`config.mk`:
```
export PLATFORM = sky130hd
export DESIGN_NAME = pipe_stage_reg
export DESIGN_NICKNAME = d
export VERILOG_FILES = /design/src/rtl/pipe_pkg.sv /design/src/rtl/pipe_sat_cnt.sv /design/src/rtl/pipe_stage_reg.sv
export SDC_FILE = /design/constraint.sdc
export NUM_CORES = 1
export LEC_CHECK = 0
export CAP_MARGIN = 20
export CORE_MARGIN = 2
export CORE_UTILIZATION = 46
export CTS_BUF_LIST = sky130_fd_sc_hd__clkbuf_2
export DETAILED_ROUTE_END_ITERATION = 7
export GPL_TIMING_DRIVEN = 0
export HOLD_SLACK_MARGIN = 0.03
export PLACE_DENSITY = 0.92
export SYNTH_ARGS = -nofsm -noshare
export SYNTH_HDL_FRONTEND = slang
export SYNTH_HIERARCHICAL = 1
export SYNTH_SLANG_ARGS = --single-unit
```
`constraint.sdc`:
```
create_clock -name clk -period 2.1 [get_ports clk]
set_clock_uncertainty 0.1 [all_clocks]
set_input_delay 0.63 -clock clk [delete_from_list [all_inputs] [get_ports clk]]
set_output_delay 0.63 -clock clk [all_outputs]
set_load 0.05 [all_outputs]
```
`src/rtl/pipe_pkg.sv`:
```
// rtl/pipe_pkg.sv - shared constants and WB payload packing for pipe_stage_reg
//
// Purpose : payload width and field offsets of the MEM->WB payload, default
//           counter width, and a helper that packs the WB fields into one bus.
// Ports   : none (package).
// Config  : none.
package pipe_pkg;

    localparam int PIPE_DATA_W_WB = 104;
    localparam int PIPE_CNT_W     = 16;

    // WB payload layout, LSB first: rd_wr_en, rd_addr, pc4, lsu, alu, wb_sel.
    localparam int WREN_BIT   = 0;
    localparam int RD_LSB     = 1;
    localparam int PC4_LSB    = 6;
    localparam int LSU_LSB    = 38;
    localparam int ALU_LSB    = 70;
    localparam int WB_SEL_LSB = 102;

    function automatic logic [PIPE_DATA_W_WB-1:0] pack_wb(
        input logic [1:0]  wb_sel,
        input logic [31:0] alu,
        input logic [31:0] lsu,
        input logic [31:0] pc4,
        input logic [4:0]  rd_addr,
        input logic        rd_wr_en
    );
        return {wb_sel, alu, lsu, pc4, rd_addr, rd_wr_en};
    endfunction

endpackage

```
`src/rtl/pipe_sat_cnt.sv`:
```
// rtl/pipe_sat_cnt.sv - saturating event counter
//
// Purpose : counts cycles with inc=1, sticks at all-ones, cleared only by rst.
// Ports   : clk, rst (sync, active-high), inc -> cnt[CNT_W-1:0].
// Config  : none.
module pipe_sat_cnt
    import pipe_pkg::*;
#(
    parameter int CNT_W = PIPE_CNT_W
) (
    input  logic             clk,
    input  logic             rst,
    input  logic             inc,
    output logic [CNT_W-1:0] cnt
);

    always_ff @(posedge clk) begin
        if (rst) begin
            cnt <= '0;
        end else if (inc && (cnt != {CNT_W{1'b1}})) begin
            cnt <= cnt + CNT_W'(1);
        end
    end

endmodule

```
`src/rtl/pipe_stage_reg.sv`:
```
// rtl/pipe_stage_reg.sv - inter-stage pipeline register with handshake, flush and stall/flush counters
//
// Purpose : registers an opaque DATA_W payload between two pipeline stages
//           with valid/ready flow control, flush, and saturating counters.
// Ports   : clk, rst (sync, active-high)
//           upstream   : in_valid, in_ready, in_data[DATA_W-1:0]
//           control    : flush
//           downstream : out_valid, out_ready, out_data[DATA_W-1:0]
//           counters   : stall_cnt[CNT_W-1:0], flush_cnt[CNT_W-1:0]
// Config  : PIPE_SKID_EN - adds a second (skid) entry and registers in_ready.
module pipe_stage_reg
    import pipe_pkg::*;
#(
    parameter int                DATA_W  = PIPE_DATA_W_WB,
    parameter logic [DATA_W-1:0] RST_VAL = '0,
    parameter int                CNT_W   = PIPE_CNT_W
) (
    input  logic              clk,
    input  logic              rst,
    input  logic              in_valid,
    output logic              in_ready,
    input  logic [DATA_W-1:0] in_data,
    input  logic              flush,
    output logic              out_valid,
    input  logic              out_ready,
    output logic [DATA_W-1:0] out_data,
    output logic [CNT_W-1:0]  stall_cnt,
    output logic [CNT_W-1:0]  flush_cnt
);

    logic accept;
    logic stall;
    logic flush_hit;

    assign accept = in_valid & in_ready;
    assign stall  = out_valid & ~out_ready;

`ifdef PIPE_SKID_EN
    logic              drain;
    logic              skid_valid;
    logic [DATA_W-1:0] skid_data;

    assign drain     = out_valid & out_ready;
    // Registered ready: upstream never sees a combinational path from out_ready.
    assign in_ready  = ~skid_valid;
    // One flush counts once even when both entries are occupied.
    assign flush_hit = flush & (out_valid | skid_valid);

    always_ff @(posedge clk) begin
        if (rst) begin
            out_valid  <= 1'b0;
            out_data   <= RST_VAL;
            skid_valid <= 1'b0;
            skid_data  <= RST_VAL;
        end else if (flush) begin
            out_valid  <= 1'b0;
            skid_valid <= 1'b0;
        end else if (skid_valid) begin
            // Skid full means in_ready=0, so only a drain can move things.
            if (drain) begin
                out_data   <= skid_data;
                skid_valid <= 1'b0;
            end
        end else if (accept) begin
            if (stall) begin
                skid_data  <= in_data;
                skid_valid <= 1'b1;
            end else begin
                out_data  <= in_data;
                out_valid <= 1'b1;
            end
        end else if (drain) begin
            out_valid <= 1'b0;
        end
    end
`else
    assign in_ready  = ~out_valid | out_ready;
    assign flush_hit = flush & out_valid;

    always_ff @(posedge clk) begin
        if (rst) begin
            out_valid <= 1'b0;
            out_data  <= RST_VAL;
        end else if (flush) begin
            // Payload is left stale; consumers qualify it with out_valid.
            out_valid <= 1'b0;
        end else if (in_ready) begin
            out_valid <= in_valid;
            if (accept) begin
                out_data <= in_data;
            end
        end
    end
`endif

    pipe_sat_cnt #(.CNT_W(CNT_W)) u_stall_cnt (
        .clk (clk),
        .rst (rst),
        .inc (stall),
        .cnt (stall_cnt)
    );

    pipe_sat_cnt #(.CNT_W(CNT_W)) u_flush_cnt (
        .clk (clk),
        .rst (rst),
        .inc (flush_hit),
        .cnt (flush_cnt)
    );

endmodule
```
==> results.py, run 1 <==
metrics = {
    "status": {
        "status": "complete, but fails checks",
        "failed_checks": "setup timing",
    },
    "pwr": {
        "power.total_mw": 5.77,
        "combinationalPowerShare_pct": 20.8,
        "switching_share_pct": 28.6,
        "p_per_area_nw_per_um2": 592,
        "switchingPower_mw": 1.65,
        "p_int_mw": 4.12,
        "p_leak_nw": 3.87,
        "sequentialPowerShare_pct": 47.5,
        "ir_drop_mv": 0.327,
        "p_clk_share_pct": 31.7,
    },
    "logic_synthesis": {
        "synthTopCellsByArea": "dfxtp_1, nand2b_1, mux2i_1, or4_1, a21oi_1",
        "synthArstFlopShare_pct": 0,
        "synth_top_area_cell": "dfxtp_1",
        "syn_inst": 656,
        "synth-edff-count": 0,
        "synth_most_common_cell": "nand2b_1",
        "syn_avg_cell_area_sq_um": 9.80,
        "yosys_warnings": 6,
        "synth_common_cells": "nand2b_1, dfxtp_1, mux2i_1",
        "synth_seq_area_share_pct": 42.7,
        "syn-num-nets": 767,
        "yosysTopAreaCellShare_pct": 42.7,
        "synthFlopType": "dfxtp_1",
        "synth-seq-cells": 137,
        "syn_area_sq_um": 6430,
        "synth_cell_types": 39,
    },
    "floorplan": {
        "start_util_pct": 46.7,
        "io_pins": 247,
        "fp.dieW_microns": 122,
        "core_sq_um": 13800,
        "fp.dieH_microns": 122,
        "rows": 43,
        "dieArea_sq_um": 14900,
    },
    "min_path": {
        "hold_class": "in -> reg",
    },
    "sta": {
        "relSlewSlack_pct": 46.0,
        "maxSlewViolCount": 0,
        "finalWorstSetupSlack_ns": -0.0369,
        "post-route-period-util_pct": 102,
        "tightest_slew_ns": 0.800,
        "period_minus_slack_ns": 2.14,
        "finalSetupViolCount": 1,
        "hold_ws_ns": 0.216,
        "grt_setup_unrepaired": "true",
        "fmaxAchievable_ghz": 0.468,
        "hold_viol": 0,
    },
    "final_layout": {
        "nNetsFinal": 1058,
        "diodes": 0,
        "drive_gt1_share_pct": 27.9,
        "instances_no_fill": 1140,
        "final_core_util_pct": 70.8,
        "area_delta_synth_final_pct": 51.7,
    },
    "placement": {
        "pre_cts_slack_ns": -0.739,
        "gp_congestion": 0.819,
        "hpwl_microns": 13200,
        "numPortBuffers": 245,
        "dpl.cell_count": 1081,
    },
    "global_routing": {
        "track_usage_pct": 23.6,
        "grt_pass1_vias": 5505,
        "grt_pass1_wl_microns": 27600,
        "antenna_found_initial": 0,
        "gr-total-overflow": 0,
        "grt_max_degree": 17,
    },
    "route": {
        "drt_iter0_drc": 263,
        "antenna_left": 0,
        "vias": 5815,
        "drcViolationCount": 0,
        "wirelength_microns": 18400,
        "via_per_inst": 5.10,
        "wire_per_inst_microns": 16.2,
        "first_pass_iters": 4,
    },
    "worst_setup_path": {
        "crit_type": "reg -> out",
        "crit_fanout": 3,
        "start_kind": "flop",
        "crit_buf_inv": 2,
        "crit_chain": "nor2b_4 -> inv_2 -> buf_6",
        "required_ns": 1.37,
        "crit_family": "flip-flops",
        "end_kind": "output port",
        "cp.arrival_ns": 1.41,
        "cpPeakStageDelay_ns": 0.39,
        "slowest_stage": "dfxtp_2",
    },
    "clocking": {
        "cts_tree": "built",
        "clock_latency_ns": 0.67,
        "clk_pin_slew_ns": 0.20,
        "cts_made_buffers": 17,
        "cts_buffer_depth": 2,
        "cts_sinks": 137,
        "htree_levels": 4,
        "cts-root-buf": "clkbuf_2",
        "hold_buffers": 0,
    },
    "run": {
        "maxCapViolCount": 0,
    },
}
==> worst paths after layout <==
path | from | slack (ns) | cells after the start | end
worst max-delay path | out_valid | -0.04 | 3 | in_ready
worst min-delay path | rst | 0.22 | 2 | u_flush_cnt/cnt[8]
worst max register to register | u_stall_cnt/cnt[10] | 0.11 | 6 | u_stall_cnt/cnt[6]
worst min register to register | out_data[89] | 0.38 | 2 | out_data[89]
==> area by class of cell <==
cell class | count | area [sq um]
inverters | 7 | 26.3
well taps | 180 | 225
flip-flops and latches | 137 | 2880
plain buffers | 43 | 275
fillers | 998 | 4030
repair buffers | 272 | 2680
clock buffers | 21 | 105
clock inverters | 11 | 176
multi-input cells | 469 | 3380
==> cell usage in the layout (no fill, tap or decap), drive strengths merged, types with 4 or more instances in the layout <==
master and count:
and4 6, nand3 12, a21oi 20, nor4 6
nor2 13, dfxtp 137, nor2b 5, inv 7
nand4 8, or3 6, o31ai 12, o21ai 8
clkinv 6, buf 181, bufinv 5, nand2 14
nor3 9, xnor2 4, mux2i 106, clkdlybuf4s50 107
clkbuf 48, nand2b 208, or4 14
==> registers in the layout, summed over array words and instances, names as in the netlist <==
register and cells:
u_stall_cnt/cnt 16, out_valid 1, u_flush_cnt/cnt 16, out_data 104
==> worst register-to-register path: cells and delay by family (launching register included) <==
family,cells,cell delay (ns)
simple gates,1,0.12
buf+inv,2,0.21
compound gates,3,1.11
flops,1,0.40
==> layer usage <==
metal / vias up / part of all wire, % / global-route usage, %
met2: 252 / 49 / 39.8
met4: 0 / 2.2 / 9.12
met1: 2705 / 41 / 27.7
met5: - / 0 / 0
li1: 2828 / - / -
met3: 30 / 7.9 / 7.77
==> through the flow <==
| stage | setup TNS (ns) | cell area [sq um] |
|---|---|---|
| 2_1_floorplan | 0 | 6430 |
| 3_3_place_gp | -23.01 | 9100 |
| 3_5_place_dp | -29.90 | 9100 |
| 4_1_cts | -0.128 | 9250 |
| 5_1_grt | -0.377 | 9750 |
| 6_report | -0.0369 | 9750 |
==> cells by family (layout without fill, tap and decap cells) <==
family,count (synthesis),in the layout,synth area share [%]
and+or+nand+nor,309,309,30.5
buffers and inverters,50,354,4.65
DFF,137,137,42.7
adders and majority gates,2,2,0.389
muxes,108,108,16.9
AOI/OAI and AO/OA,46,46,4.36
xor gates and xnor gates,4,4,0.545
==> power by group through the flow <==
stage / clock, mW / sequential [mW] / combinational [mW]
2_1_floorplan: 0 / 3.18 / 0.337
3_3_place_gp: 0 / 2.81 / 1.19
3_5_place_dp: 0 / 2.82 / 1.20
4_1_cts: 1.88 / 2.74 / 1.17
5_1_grt: 2.00 / 2.75 / 1.26
6_report: 1.83 / 2.74 / 1.20
==> repair_timing <==
| action | CTS | global route |
|---|---|---|
| gates resized for setup | 912 | 91 |
| setup buffers | 1 | 26 |
| setup endpoints to repair | 138 | 99 |
| cloned | 0 | 0 |
| pin swaps | 0 | 1 |
(Power assumes the default switching activity.)
==> run 2: changes to the inputs <==
--- a/config.mk
+++ b/config.mk
@@ -5,11 +5,13 @@
 export SDC_FILE = /design/constraint.sdc
 export NUM_CORES = 1
 export LEC_CHECK = 0
+export ABC_AREA = 1
 export CAP_MARGIN = 20
 export CORE_MARGIN = 2
 export CORE_UTILIZATION = 46
 export CTS_BUF_LIST = sky130_fd_sc_hd__clkbuf_2
 export DETAILED_ROUTE_END_ITERATION = 7
+export GPL_ROUTABILITY_DRIVEN = 0
 export GPL_TIMING_DRIVEN = 0
 export HOLD_SLACK_MARGIN = 0.03
 export PLACE_DENSITY = 0.92
==> results.py, run 2 <==
metrics = {
    "final_layout": {
        "final_core_util_pct": 70.1,
        "layout_common_cells": "nand2_1, nor2_1, nand3_1",
        "largest_register_ff_count": 104,
        "instances_no_fill": 1456,
        "regMostFlops": "out_data",
        "final_area_sq_um": 9720,
        "drive_gt1_share_pct": 25.0,
        "nNetsFinal": 1373,
        "final_common_cell": "nand2_1",
        "reg.largest.list": "out_data (104), u_flush_cnt/cnt (16), u_stall_cnt/cnt (16)",
        "area_delta_synth_final_pct": 48.9,
    },
    "floorplan": {
        "fp.dieH_microns": 123,
        "start_util_pct": 47.1,
        "rows": 43,
        "io_pins": 247,
        "core_sq_um": 13900,
        "dieArea_sq_um": 15200,
        "fp.dieW_microns": 123,
    },
    "logic_synthesis": {
        "yosysTopAreaCellShare_pct": 42.0,
        "syn_area_sq_um": 6530,
        "synth-edff-count": 0,
        "synthFlopType": "dfxtp_1",
        "yosys_warnings": 6,
        "syn_avg_cell_area_sq_um": 6.60,
        "syn-num-nets": 1101,
        "synth_common_cells": "nand2_1, nor2_1, dfxtp_1",
        "synth_cell_types": 21,
        "synthArstFlopShare_pct": 0,
        "synthTopCellsByArea": "dfxtp_1, nand2_1, nor2_1, nand3_1, a21oi_1",
        "synth_top_area_cell": "dfxtp_1",
        "synth-seq-cells": 137,
        "syn_inst": 990,
        "synth_most_common_cell": "nand2_1",
        "synth_seq_area_share_pct": 42.0,
    },
    "sta": {
        "tightest_slew_ns": 0.479,
        "hold_viol": 0,
        "post-route-period-util_pct": 99.1,
        "finalWorstSetupSlack_ns": 0.0184,
        "grt_setup_unrepaired": "true",
        "maxSlewViolCount": 0,
        "finalSetupViolCount": 0,
        "period_minus_slack_ns": 2.08,
        "fmaxAchievable_ghz": 0.480,
        "setup-tns-final_ns": 0,
        "hold_ws_ns": 0.256,
        "relSlewSlack_pct": 68.1,
    },
    "route": {
        "wirelength_microns": 20800,
        "antenna_left": 0,
        "drcViolationCount": 0,
        "vias": 7316,
        "drt_iter0_drc": 498,
        "wire_per_inst_microns": 14.3,
        "first_pass_iters": 5,
        "via_per_inst": 5.02,
    },
    "worst_setup_path": {
        "required_ns": 1.37,
        "end_kind": "output port",
        "cp.arrival_ns": 1.35,
        "crit_type": "reg -> out",
        "crit_fanout": 4,
        "start_kind": "flop",
    },
    "pwr": {
        "ir_drop_mv": 0.481,
        "p_leak_nw": 4.68,
        "p_per_area_nw_per_um2": 627,
        "power.total_mw": 6.09,
    },
    "clocking": {
        "cts_made_buffers": 17,
        "cts-root-buf": "clkbuf_2",
        "htree_levels": 4,
        "clk_pin_slew_ns": 0.18,
        "cts_sinks": 137,
        "hold_buffers": 0,
        "cts_buffer_depth": 2,
        "clock_latency_ns": 0.70,
        "cts_tree": "built",
    },
    "run": {
        "maxCapViolCount": 0,
    },
    "min_path": {
        "hold_class": "in -> reg",
    },
    "global_routing": {
        "antenna_found_initial": 0,
        "grt_pass1_vias": 6565,
        "gr-total-overflow": 0,
        "grt_max_degree": 19,
        "track_usage_pct": 26.5,
        "grt_pass1_wl_microns": 31700,
    },
    "placement": {
        "numPortBuffers": 246,
        "place_area_sq_um": 9220,
        "dpl.cell_count": 1416,
        "pre_cts_slack_ns": -1.29,
        "hpwl_microns": 15000,
    },
    "status": {
        "status": "completed",
    },
}
[run 2: path summary, 6_finish.rpt]
kind	cells after the start	endpoint	slack [ns]	from
min	4	out_valid	0.26	out_ready
max	2	in_ready	0.02	out_valid
min reg2reg	2	out_data[38]	0.41	out_data[38]
max reg2reg	9	u_stall_cnt/cnt[13]	0.35	out_valid
[run 2: kinds of logic after synthesis]
family,Yosys count,synth area share (%)
and+or+nand+nor,544,36.1
buffers and inverters,189,12.5
DFF,137,42.0
AOI/OAI and AO/OA,118,9.04
adders and majority gates,2,0.383
[run 2: cell type report]
cell class                 instances  area, sq um
fill                            1105         4160
multi-input combinational        664         2980
sequential                       137         2890
timing repair buffer             255         2560
inverter                         129          484
buffer                            58          324
tap                              180          225
clock inverter                     9          148
clock buffer                      23          115
antenna                            1         2.50
[run 2: repair_timing]
action                                  in CTS  in global routing
setup buffers                                3                  6
gates resized for setup                    913                110
endpoints found under the setup margin     138                 93
pin swaps                                    1                  1
[run 2: where the power goes]
group | switching, mW | internal, mW
clock | 0.952 | 0.804
combinational | 0.926 | 0.596
sequential | 0.0987 | 2.72
[run 2: metal layers]
layer	vias up	routed length, microns	global-route usage (%)
li1	3626	-	-
met1	3312	8190	31.9
met2	331	10100	44.6
met3	47	1810	8.07
met4	0	666	9.09
met5	-	0	0
[run 2: critical path, cell delays in order, from the launching register on]
cell	delay [ns]
dfxtp_4	0.40
nand2_4	0.11
buf_12	0.14
